`config.mk`:
```
export PLATFORM = sky130hd
export DESIGN_NAME = pp_accum
export DESIGN_NICKNAME = d
export VERILOG_FILES = /design/src/rtl/pp_accum.sv
export SDC_FILE = /design/constraint.sdc
export NUM_CORES = 1
export LEC_CHECK = 0
export CORE_AREA = 5 5 69 96
export CTS_CLUSTER_SIZE = 20
export DETAILED_ROUTE_END_ITERATION = 7
export DIE_AREA = 0 0 74 101
export SLEW_MARGIN = 5
export SYNTH_ARGS = -nofsm -noshare
export SYNTH_HDL_FRONTEND = slang
export SYNTH_SLANG_ARGS = --single-unit
```
`constraint.sdc`:
```
create_clock -name clk -period 4.3 [get_ports clk]
set_clock_uncertainty 0.2 [all_clocks]
set_input_delay 0.86 -clock clk [delete_from_list [all_inputs] [get_ports clk]]
set_output_delay 0.86 -clock clk [all_outputs]
set_load 0.005 [all_outputs]
```
`src/rtl/pp_accum.sv`:
```
// pp_accum: collects the four 4x4 partial products of an 8x8 multiply,
// shifts each into place and sums them into a registered 16-bit product.
// Drives the nibble-mux selects for the upstream A/B operand muxes.
module pp_accum (
  input  logic        clk,
  input  logic        rst,
  input  logic        start,
  output logic        a_sel,
  output logic        b_sel,
  input  logic [7:0]  pp_in,
  input  logic        pp_valid,
  output logic        pp_ready,
  output logic [15:0] product,
  output logic        prod_valid,
  input  logic        prod_ready,
  output logic        busy
);

  typedef enum logic [1:0] {
    IDLE  = 2'd0,
    ACCUM = 2'd1,
    DONE  = 2'd2
  } state_t;

  state_t      state_reg, state_next;
  logic [1:0]  cnt_reg, cnt_next;
  logic [15:0] acc_reg, acc_next;
  logic [15:0] product_reg, product_next;
  logic        prod_valid_reg, prod_valid_next;

  logic [15:0] pp_shifted [4];
  logic [15:0] sum;

  // Pre-shift the incoming partial product for every index:
  // index 0 = AL*BL (<<0), 1 = AH*BL (<<4), 2 = AL*BH (<<4), 3 = AH*BH (<<8).
  for (genvar gi = 0; gi < 4; gi++) begin : g_shift
    localparam int unsigned SHIFT = (gi == 0) ? 0 : ((gi == 3) ? 8 : 4);
    assign pp_shifted[gi] = {8'b0, pp_in} << SHIFT;
  end

  // Maximum result is 0xFF*0xFF = 0xFE01, so the 16-bit sum never carries out.
  assign sum = acc_reg + pp_shifted[cnt_reg];

  // State and datapath registers; reset discards any partial sum.
  always_ff @(posedge clk) begin
    if (rst) begin
      state_reg      <= IDLE;
      cnt_reg        <= 2'd0;
      acc_reg        <= 16'd0;
      product_reg    <= 16'd0;
      prod_valid_reg <= 1'b0;
    end else begin
      state_reg      <= state_next;
      cnt_reg        <= cnt_next;
      acc_reg        <= acc_next;
      product_reg    <= product_next;
      prod_valid_reg <= prod_valid_next;
    end
  end

  // Next-state and datapath update; everything holds unless an event applies.
  always_comb begin
    state_next      = state_reg;
    cnt_next        = cnt_reg;
    acc_next        = acc_reg;
    product_next    = product_reg;
    prod_valid_next = prod_valid_reg;
    unique case (state_reg)
      IDLE: begin
        if (start) begin
          acc_next   = 16'd0;
          cnt_next   = 2'd0;
          state_next = ACCUM;
        end
      end
      ACCUM: begin
        if (pp_valid) begin
          acc_next = sum;
          cnt_next = cnt_reg + 2'd1;
          if (cnt_reg == 2'd3) begin
            product_next    = sum;
            prod_valid_next = 1'b1;
            state_next      = DONE;
          end
        end
      end
      DONE: begin
        if (prod_ready) begin
          prod_valid_next = 1'b0;
          state_next      = IDLE;
        end
      end
      default: begin
        state_next = IDLE;
      end
    endcase
  end

  // Outputs come straight from registers so no handshake input feeds back
  // combinationally into its own ready/valid.
  assign a_sel      = cnt_reg[0];
  assign b_sel      = cnt_reg[1];
  assign pp_ready   = (state_reg == ACCUM);
  assign busy       = (state_reg != IDLE);
  assign product    = product_reg;
  assign prod_valid = prod_valid_reg;

endmodule

```
==> impl_results.md, run 1 <==
- Post-CTS Hold Fix Bufs: 0
- R2r endpoint: acc_reg[10]$_SDFFE_PP0P_
- R2R depth: 9
- Tightest Pin Transition: 747.0 ps
- Maximum vdd drop: 0.1948 mV
- HP Class: register to register
- Yosys cell types: 49
- Clk Latency, worst-skew pair: 290 ps
- Port buffer count: 33
- Worst hold path startpoint: prod_valid$_SDFFE_PP0P_
- Slew margin rel.: 50.10%
- Max Buffers Root-to-Sink: 2
- Multi-input gate area: 0.001440 sq mm
- Detailed-route wire length: 5.838 mm
- GP Congestion: 0.8530
- Flop and latch count out of synthesis: 37
- Die area: 0.007474 sq mm
- Fill cells: 565
- All-Layer GR Usage: 16.42%
- Final worst path period share: 84.88%
- I/O Pins: 34
- DP HPWL: 4.555 mm
- Vias in the first global route: 1977
- YS warnings: 0
- Root buf cell: clkbuf_8
- Crit path max fanout: 4
- PwrDens: 265.1 mW/mm^2
- Syn Area/Cell: 8.640 sq um
- CTS tree: done
- DP Area: 0.002633 sq mm
- Cell taking the most area after synthesis: dfxtp_1
- Cells along the critical path: clkdlybuf4s50_1, mux2_2, a22o_1, ha_1, a21o_1, a221oi_2, nor2_2, a311o_1, xor2_1, a22o_1
- Largest net degree at the start of global routing: 26
- Worst EP arrival: 3640 ps
- Pre-Repair DR Iteration Count: 4
- Routed vias/inst: 5.534
- Detail Route Antenna Nets: 0
- Area Growth Syn to Fin: 19.18%
- Ys flop type: dfxtp_1
- Worst path max stage delay: 440 ps
- Die width: 74 um
- Status: finished, final reports clean
- Crit Reg-Reg Startpoint: cnt_reg[0]$_SDFFE_PP0P_
- Clock-pin slew on the worst setup and hold paths: 80 ps
- Leak: 1.074 nW
- RSZ-0062 raised after global routing: false
- Core footprint: 0.005739 sq mm
- Setup WS pre-CTS: 351.3 ps
- Synth top area cells: dfxtp_1, ha_1, a22o_1
- Post-CTS Setup Bufs: 0
- Cts repair resizes: 0
- Final Hold Viols: 0
- Final TNS setup: 0 ps
- Seq/Total Area, Yosys: 32.35%
- Post-synth EDFFs: 0
- Critical path startpoint category: primary input
- Initial Utilization: 39.90%
- Hold Crit Depth: 2
- Crit-path slowest cell: clkdlybuf4s50_1
- Worst Path Class, Setup: primary input to register
- Total CTS buffers: 5
- Yosys top cell area share: 32.35%
- Sink Count: 37
- Routed WL per cell: 16.08 um
- WHS: 256.6 ps
- Net Count, Synth: 295
- Ys async rst share: 0%
- Max Cap Viol: 0
- Hold Path Sink: prod_valid$_SDFFE_PP0P_
- Reg area: 740.7 sq um
- First-pass GRT wire length: 9.515 mm
- CP Capture Type: register
- Layout cell share with drive strength beyond 1: 8.191%
- PnR worst setup slack: 650.2 ps
- Total number of vias: 2009
- Drt drc: 0
- Site Rows: 33
- H-tree levels: 2
- Total power: 723.4 uW
- Die H: 101 um
- Slew Limit Fails: 0
- Mapped Area: 0.002290 sq mm
- Layout net count: 322
- Starting DRC count in detailed routing: 75
- Most frequent cell on the critical path: a22o_1
- Register-to-Register Setup Slack: 840 ps
- Mapped Cells: 265
- Required @ worst endpoint: 4290 ps
- Total grt overflow: 0
- Minimum clock period: 3650 ps
- Final setup fails: 0
- N_diodes: 0
- Antenna violations before repair: 0
- Final Instance Area: 0.002729 sq mm
- Fmax: 274.0 MHz
-- cell usage after synthesis, types with 2 or more instances --
library cell / n
xnor2_1: 9
o211a_1: 2
a22o_1: 15
inv_1: 3
o221ai_1: 2
clkbuf_8: 3
a21oi_1: 25
and3_1: 5
nand4_1: 2
nor2b_1: 4
nor2_1: 19
nand3b_1: 2
and2_1: 6
nor3_1: 4
nor3b_1: 4
ha_1: 16
nand3_1: 8
nand4b_1: 2
nand2_1: 30
dfxtp_1: 37
mux2_2: 4
or2_2: 3
xor2_1: 5
a211oi_1: 4
buf_4: 2
a21o_1: 4
a22oi_1: 7
clkbuf_1: 11
o21ai_0: 7
-- layer usage --
metal | track usage, % | wire [um] | vias to the layer above
met1 | 18.73 | 2423 | 946
met2 | 29.99 | 3126 | 33
met3 | 3.094 | 169 | 10
met4 | 5.160 | 119 | 0
li1 | - | - | 1020
met5 | 0 | 0 | -
-- layout make-up --
class	instances	area share, %
multi-input combinational	209	52.77
clock buffer	6	3.026
timing repair buffer	36	12.93
inverter	3	0.4127
tap	70	3.210
clock inverter	2	0.5044
sequential	37	27.14
-- cells by family (layout without fill, tap and decap cells) --
logic type,Yosys count,after routing,share of synthesized area (%)
xor+xnor,14,14,5.355
simple gates,97,97,21.97
buf+inv,19,47,4.754
fa+ha+maj,17,17,9.617
compound gates,76,76,23.55
mux,5,5,2.404
flops,37,37,32.35
-- critical path: cells and delay by family --
kind	cells	cell delay [ps]
simple gates	1	90
fa+ha+maj	1	330
xor+xnor	1	160
buf+inv	1	440
mux	1	290
compound gates	5	1470
-- cells in the final DEF (no fill, tap or decap), types with 2 or more instances in the layout --
| cell | count |
|---|---|
| xnor2_1 | 9 |
| ha_1 | 16 |
| a21oi_1 | 25 |
| a22o_1 | 15 |
| inv_1 | 3 |
| nand3b_1 | 2 |
| dfxtp_1 | 37 |
| xor2_1 | 5 |
| o211a_1 | 2 |
| o221ai_1 | 2 |
| or2_2 | 3 |
| and2_1 | 6 |
| o21ai_0 | 7 |
| nand4_1 | 2 |
| buf_4 | 3 |
| nand4b_1 | 2 |
| clkbuf_8 | 6 |
| nor3_1 | 4 |
| nor2b_1 | 4 |
| nor3b_1 | 4 |
| a21o_1 | 4 |
| a22oi_1 | 7 |
| clkdlybuf4s50_1 | 33 |
| a211oi_1 | 4 |
| and3_1 | 5 |
| nor2_1 | 19 |
| nand2_1 | 30 |
| mux2_2 | 4 |
| nand3_1 | 8 |
-- how the worst max path moves through the flow --
| stage | cells past startpoint | startpoint | end | slack, ps |
|---|---|---|---|---|
| 2_1_floorplan | 9 | pp_in[0] | acc_reg[10]$_SDFFE_PP0P_ | 960 |
| 3_3_place_gp | 10 | pp_in[2] | product[13]$_SDFFE_PP0P_ | 360 |
| 3_5_place_dp | 10 | pp_in[4] | acc_reg[10]$_SDFFE_PP0P_ | 350 |
| 4_1_cts | 10 | pp_in[0] | acc_reg[10]$_SDFFE_PP0P_ | 650 |
| 5_1_grt | 10 | pp_in[0] | acc_reg[10]$_SDFFE_PP0P_ | 490 |
| 6_report | 10 | pp_in[4] | acc_reg[10]$_SDFFE_PP0P_ | 650 |
-- per-stage QoR --
stage | std cells | utilization, %
2_1_floorplan | 265 | -
3_3_place_gp | 355 | 45.87
3_5_place_dp | 355 | 45.87
4_1_cts | 363 | 47.55
5_1_grt | 363 | 47.55
6_report | 363 | 47.55
-- where the power goes --
part           internal, mW  switching (mW)  leakage, nW
Clock                 0.130           0.128       0.0512
Combinational        0.0497          0.0614        0.724
Sequential            0.347         0.00643        0.299
Total                 0.527           0.196         1.07
No activity file was read; power rests on OpenSTA's default activity.
==> run 2: changes to the inputs <==
==> constraint.sdc (replaced) <==
create_clock -name clk -period 3.74 [get_ports clk]
set_clock_uncertainty 0.2 [all_clocks]
set_input_delay 0.748 -clock clk [delete_from_list [all_inputs] [get_ports clk]]
set_output_delay 0.748 -clock clk [all_outputs]
set_load 0.005 [all_outputs]
==> run 2 against run 1 <==
  * Die area unchanged
  * Total power up 34%
  * Clock power up 65%
  * Via count up 1.6%
  * Hold slack better by 2.6 ps
  * Non-clock buffer count up 9
  * Setup slack worse by 370 ps
  * Critical endpoint unchanged
  * Final cell count up 2.5%
==> impl_results.md, run 2 (synthesized netlist as in run 1, its figures left out) <==
- Routed WL per cell: 15.93 um (-0.97%)
- Final setup fails: 0 (unchanged)
- Detailed-route wire length: 5.925 mm (+1.5%)
- Drt drc: 0 (unchanged)
- PwrDens: 341.2 mW/mm^2 (+29%)
- Fin util: 49.44% (+1.9 points)
- I/O Pins: 34 (unchanged)
- Starting DRC count in detailed routing: 84 (+12%)
- Site Rows: 33 (unchanged)
- Die H: 101 um (unchanged)
- Cts repair resizes: 0 (unchanged)
- HP Class: register to register
- Clk Latency, worst-skew pair: 290 ps (about the same)
- Leak: 1.134 nW (+5.6%)
- Max Buffers Root-to-Sink: 2 (unchanged)
- Antenna violations before repair: 0 (unchanged)
- CP Capture Type: register
- Final worst path period share: 92.61%
- H-tree levels: 2 (unchanged)
- Slew margin rel.: 50.39% (+0.29 points)
- Critical path startpoint category: primary input
- Largest net degree at the start of global routing: 18 (-31%)
- N_diodes: 0 (unchanged)
- CTS tree: done
- Layout net count: 331 (+2.8%)
- Routed vias/inst: 5.487 (-0.87%)
- Most frequent cells in the layout: dfxtp_1, clkdlybuf4s50_1, nand2_1
- Maximum vdd drop: 0.2223 mV (+14%)
- Vias in the first global route: 2085 (+5.5%)
- Buf+Inv Stages, Crit Path: 1 (unchanged)
- Initial Utilization: 39.90% (unchanged)
- All-Layer GR Usage: 17.15% (+0.73 points)
- Die width: 74 um (unchanged)
- Final Hold Viols: 0 (unchanged)
- Total number of vias: 2041 (+1.6%)
- Tightest Pin Transition: 741.4 ps (-5.594 ps)
- Total CTS buffers: 5 (unchanged)
- Crit path max fanout: 4 (unchanged)
- GP Congestion: 0.8082 (-5.3%)
- Clock-pin slew on the worst setup and hold paths: 80 ps (about the same)
- Required @ worst endpoint: 3730 ps (-560 ps)
- Commonest non-fill, non-tap cell in the layout: dfxtp_1
- Layout cell share with drive strength beyond 1: 10.93% (+2.7 points)
- Crit path max-delay family: compound AO/OA/AOI/OAI gates
- DP HPWL: 4.718 mm (+3.6%)
- Post-CTS Setup Bufs: 0 (unchanged)
- Total grt overflow: 0 (unchanged)
- Total power: 968.3 uW (+34%)
- Root buf cell: clkbuf_8
- Worst EP arrival: 3460 ps (-180 ps)
- Crit-path slowest cell: clkdlybuf4s50_1
- Area Growth Syn to Fin: 23.93%
- Most frequent cell on the critical path: a22o_1
- Post-CTS Hold Fix Bufs: 0 (unchanged)
- Minimum clock period: 3464 ps
- Detail Route Antenna Nets: 0 (unchanged)
- Cells along the critical path: clkdlybuf4s50_1, mux2_2, a22o_1, ha_1, a21o_1, a221oi_2, nor2_2, a311o_1, xor2_1, a22o_1
- RSZ-0062 raised after global routing: false
- Status: finished, final reports clean
- Fmax: 288.7 MHz
- First-pass GRT wire length: 9.901 mm (+4.1%)
- Worst Path Class, Setup: primary input to register
- Die area: 0.007474 sq mm (unchanged)
- Slew Limit Fails: 0 (unchanged)
- Pre-Repair DR Iteration Count: 4 (unchanged)
- Max Cap Viol: 0 (unchanged)
- Core footprint: 0.005739 sq mm (unchanged)
- WHS: 259.2 ps (+2.584 ps)
- Worst path max stage delay: 440 ps (about the same)
- Port buffer count: 33 (unchanged)
- Sink Count: 37 (unchanged)
- Fill cells: 582 (+3.0%)
-- run 2: changes by cell type in the layout (fill, tap and decap cells not counted) --
cell | before | now
bufinv_16 | 0 | 2
buf_4 | 3 | 12
clkbuf_8 | 6 | 5
inv_6 | 0 | 1
clkinv_2 | 1 | 0
clkinv_4 | 1 | 0
-- run 2: worst min-delay path, cell delays in order (launching register included) --
cell	delay [ps]
dfxtp_1	320
nand2_1	50
a21oi_1	50
-- run 2: where the power goes --
group	leakage [nW]	switching [mW]	total (mW)	internal (mW)
Combinational	0.766	0.0728	0.136	0.0633
Sequential	0.299	0.00698	0.406	0.399
Clock	0.0687	0.157	0.426	0.269
-- run 2: cell type report --
| cell class | instances | area [sq um] | share of cell area (%) |
|---|---|---|---|
| clock buffer | 5 | 68.82 | 2.425 |
| clock inverter | 3 | 68.82 | 2.425 |
| inverter | 3 | 11.26 | 0.3968 |
| multi-input combinational | 209 | 1440 | 50.75 |
| sequential | 37 | 740.7 | 26.10 |
| tap | 70 | 87.58 | 3.086 |
| timing repair buffer | 45 | 420.4 | 14.81 |
-- run 2: through the flow --
step	setup slack [ps]	cells	TNS, ps	cell area, sq um
2_1_floorplan	506.2	265	0	2290
3_3_place_gp	39.38	364	0	2700
3_5_place_dp	-20.90	364	-20.90	2700
4_1_cts	284.1	372	0	2838
5_1_grt	130.7	372	0	2838
6_report	276.4	372	0	2838
-- run 2: path summary, 6_finish.rpt --
path	start	to	slack (ps)	cells after the start
setup reg to reg	cnt_reg[0]$_SDFFE_PP0P_	acc_reg[10]$_SDFFE_PP0P_	390	9
hold reg to reg	product[0]$_SDFFE_PP0P_	product[0]$_SDFFE_PP0P_	260	2
setup / recovery	pp_in[4]	acc_reg[10]$_SDFFE_PP0P_	280	10
hold / removal	product[0]$_SDFFE_PP0P_	product[0]$_SDFFE_PP0P_	260	2
-- run 2: layer usage --
| layer | global-route usage (%) | wire length, um | part of all wire (%) |
|---|---|---|---|
| met4 | 6.276 | 138 | 2.3 |
| met1 | 18.44 | 2328 | 39 |
| met3 | 2.794 | 134 | 2.3 |
| met5 | 0 | 0 | 0 |
| met2 | 32.45 | 3323 | 56 |
==> run 3: changes to the inputs <==
==> constraint.sdc (replaced) <==
create_clock -name clk -period 4.17 [get_ports clk]
set_clock_uncertainty 0.2 [all_clocks]
set_input_delay 0.834 -clock clk [delete_from_list [all_inputs] [get_ports clk]]
set_output_delay 0.834 -clock clk [all_outputs]
set_load 0.005 [all_outputs]
==> run 3 against run 2 <==
  * Flip-flop and latch count unchanged
  * Non-clock buffer count down 6
  * Sequential power down 10%
  * Global-route usage down 0.058 points
  * Highest routed layer unchanged
  * Largest power group is now registers
  * Design area down 2.2%
==> impl_results.md, run 3 (synthesized netlist as in run 1, its figures left out) <==
- Leak: 1.094 nW (-3.6%)
- Largest net degree at the start of global routing: 18 (unchanged)
- Post-CTS Hold Fix Bufs: 0 (unchanged)
- Final Hold Viols: 0 (unchanged)
- Total grt overflow: 0 (unchanged)
- Crit path max fanout: 6 (+2)
- Starting DRC count in detailed routing: 121 (+44%)
- Slew Limit Fails: 0 (unchanged)
- Vias in the first global route: 2088 (+0.14%)
- Die width: 74 um (unchanged)
- Commonest non-fill, non-tap cell in the layout: dfxtp_1
- CTS tree: done
- Max Cap Viol: 0 (unchanged)
- Total number of vias: 2014 (-1.3%)
- Flop pwr share: 44.6% (+2.6 points)
- Clk Latency, worst-skew pair: 290 ps (about the same)
- Hold Path Sink: product[5]$_SDFFE_PP0P_
- Slew margin rel.: 48.35% (-2.0 points)
- Tightest Pin Transition: 773.2 ps (+31.79 ps)
- R2r endpoint: acc_reg[10]$_SDFFE_PP0P_
- Max Buffers Root-to-Sink: 2 (unchanged)
- First-pass GRT wire length: 9.887 mm (-0.14%)
- Worst Path Class, Setup: primary input to register
- Final worst path period share: 85.16%
- Layout cell share with drive strength beyond 1: 9.122% (-1.8 points)
- Worst hold path startpoint: product[5]$_SDFFE_PP0P_
- Fin util: 48.35% (-1.1 points)
- Detail Route Antenna Nets: 0 (unchanged)
- Register-to-Register Setup Slack: 820 ps (+430 ps)
- Site Rows: 33 (unchanged)
- Crit Reg-Reg Startpoint: cnt_reg[0]$_SDFFE_PP0P_
- Required @ worst endpoint: 4150 ps (+420 ps)
- Final Instance Area: 0.002775 sq mm (-2.2%)
- Total power: 816.5 uW (-16%)
- Maximum vdd drop: 0.1967 mV (-11%)
- Critical path startpoint category: primary input
- Routed WL per cell: 16.30 um (+2.4%)
- Core footprint: 0.005739 sq mm (unchanged)
- GP Congestion: 0.8759 (+8.4%)
- Routed vias/inst: 5.503 (+0.29%)
- Root buf cell: clkbuf_8
- Fmax: 281.6 MHz
- Sw frac: 25.76% (+1.3 points)
- All-Layer GR Usage: 17.09% (-0.058 points)
- N_diodes: 0 (unchanged)
- Worst EP arrival: 3540 ps (+80 ps)
- Final TNS setup: 0 ps (unchanged)
- Most frequent cells in the layout: dfxtp_1, clkdlybuf4s50_1, nand2_1
- Logic pwr share: 14.5% (+0.4 points)
- I/O Pins: 34 (unchanged)
- Area Growth Syn to Fin: 21.20%
- Pre-Repair DR Iteration Count: 4 (unchanged)
- DP Area: 0.002655 sq mm (-1.7%)
- Antenna violations before repair: 0 (unchanged)
- H-tree levels: 2 (unchanged)
- Drt drc: 0 (unchanged)
- Detailed-route wire length: 5.967 mm (+0.71%)
- Total CTS buffers: 5 (unchanged)
- RSZ-0062 raised after global routing: false
- Cts repair resizes: 0 (unchanged)
- Die area: 0.007474 sq mm (unchanged)
- Initial Utilization: 39.90% (unchanged)
- Port buffer count: 33 (unchanged)
- Hold Crit Depth: 2 (unchanged)
- Final setup fails: 0 (unchanged)
- Sink Count: 37 (unchanged)
- PwrDens: 294.2 mW/mm^2 (-14%)
- Psw: 210.4 uW (-11%)
- Crit. Startpoint: pp_in[5]
- Status: finished, final reports clean
- HP Class: register to register
- CP Capture Type: register
- Clock-pin slew on the worst setup and hold paths: 80 ps (about the same)
- Layout net count: 325 (-1.8%)
- R2R depth: 9 (unchanged)
- Die H: 101 um (unchanged)
- Post-CTS Setup Bufs: 0 (unchanged)
- Cell Int Power: 606.1 uW (-17%)
- DP HPWL: 4.693 mm (-0.52%)
- Clk pwr share: 40.8% (-3.2 points)
- Minimum clock period: 3551 ps
run 3: worst max path at each step:
stage / to / slack, ps / cells after the start
finish: acc_reg[10]$_SDFFE_PP0P_ / 620 / 10
global route: product[14]$_SDFFE_PP0P_ / 470 / 10
CTS: acc_reg[10]$_SDFFE_PP0P_ / 640 / 10
detailed placement: acc_reg[10]$_SDFFE_PP0P_ / 330 / 10
global placement: acc_reg[10]$_SDFFE_PP0P_ / 350 / 10
floorplan: acc_reg[10]$_SDFFE_PP0P_ / 860 / 9
run 3: power by group through the flow:
stage / sequential, mW / combinational (mW) / clock, mW
2_1_floorplan: 0.370 / 0.0786 / 0
3_3_place_gp: 0.373 / 0.118 / 0
3_5_place_dp: 0.373 / 0.118 / 0
4_1_cts: 0.365 / 0.119 / 0.338
5_1_grt: 0.365 / 0.130 / 0.352
6_report: 0.364 / 0.119 / 0.333
run 3: metrics by stage:
stage	setup slack (ps)	instances	hold slack [ps]
after floorplan	857.1	265	246.5
after global placement	353.0	358	244.3
after detailed placement	334.9	358	250.9
after CTS	644.1	366	261.9
after global routing	469.8	366	275.9
final	619.0	366	259.4
run 3: cell type report:
| type | count | area, sq um |
|---|---|---|
| Inverter | 3 | 11.26 |
| Clock buffer | 6 | 82.58 |
| Tap cell | 70 | 87.58 |
| Multi-Input combinational cell | 209 | 1440 |
| Fill cell | 579 | 2964 |
| Clock inverter | 2 | 37.54 |
| Timing Repair Buffer | 39 | 375.4 |
| Sequential cell | 37 | 740.7 |
run 3: worst max-delay path, stage by stage:
cell,delay (ps)
clkdlybuf4s50_1,450
mux2_2,290
a22o_1,250
ha_1,370
and3_1,190
a221oi_2,300
nor2_2,90
a311o_1,410
xor2_1,160
a22o_1,180
run 3: per-layer routing:
layer | vias up | GRT usage, % | routed length, um
li1 | 1024 | - | -
met1 | 947 | 18.56 | 2390
met2 | 31 | 32.17 | 3277
met3 | 12 | 2.595 | 143
met4 | 0 | 6.416 | 156
met5 | - | 0 | 0
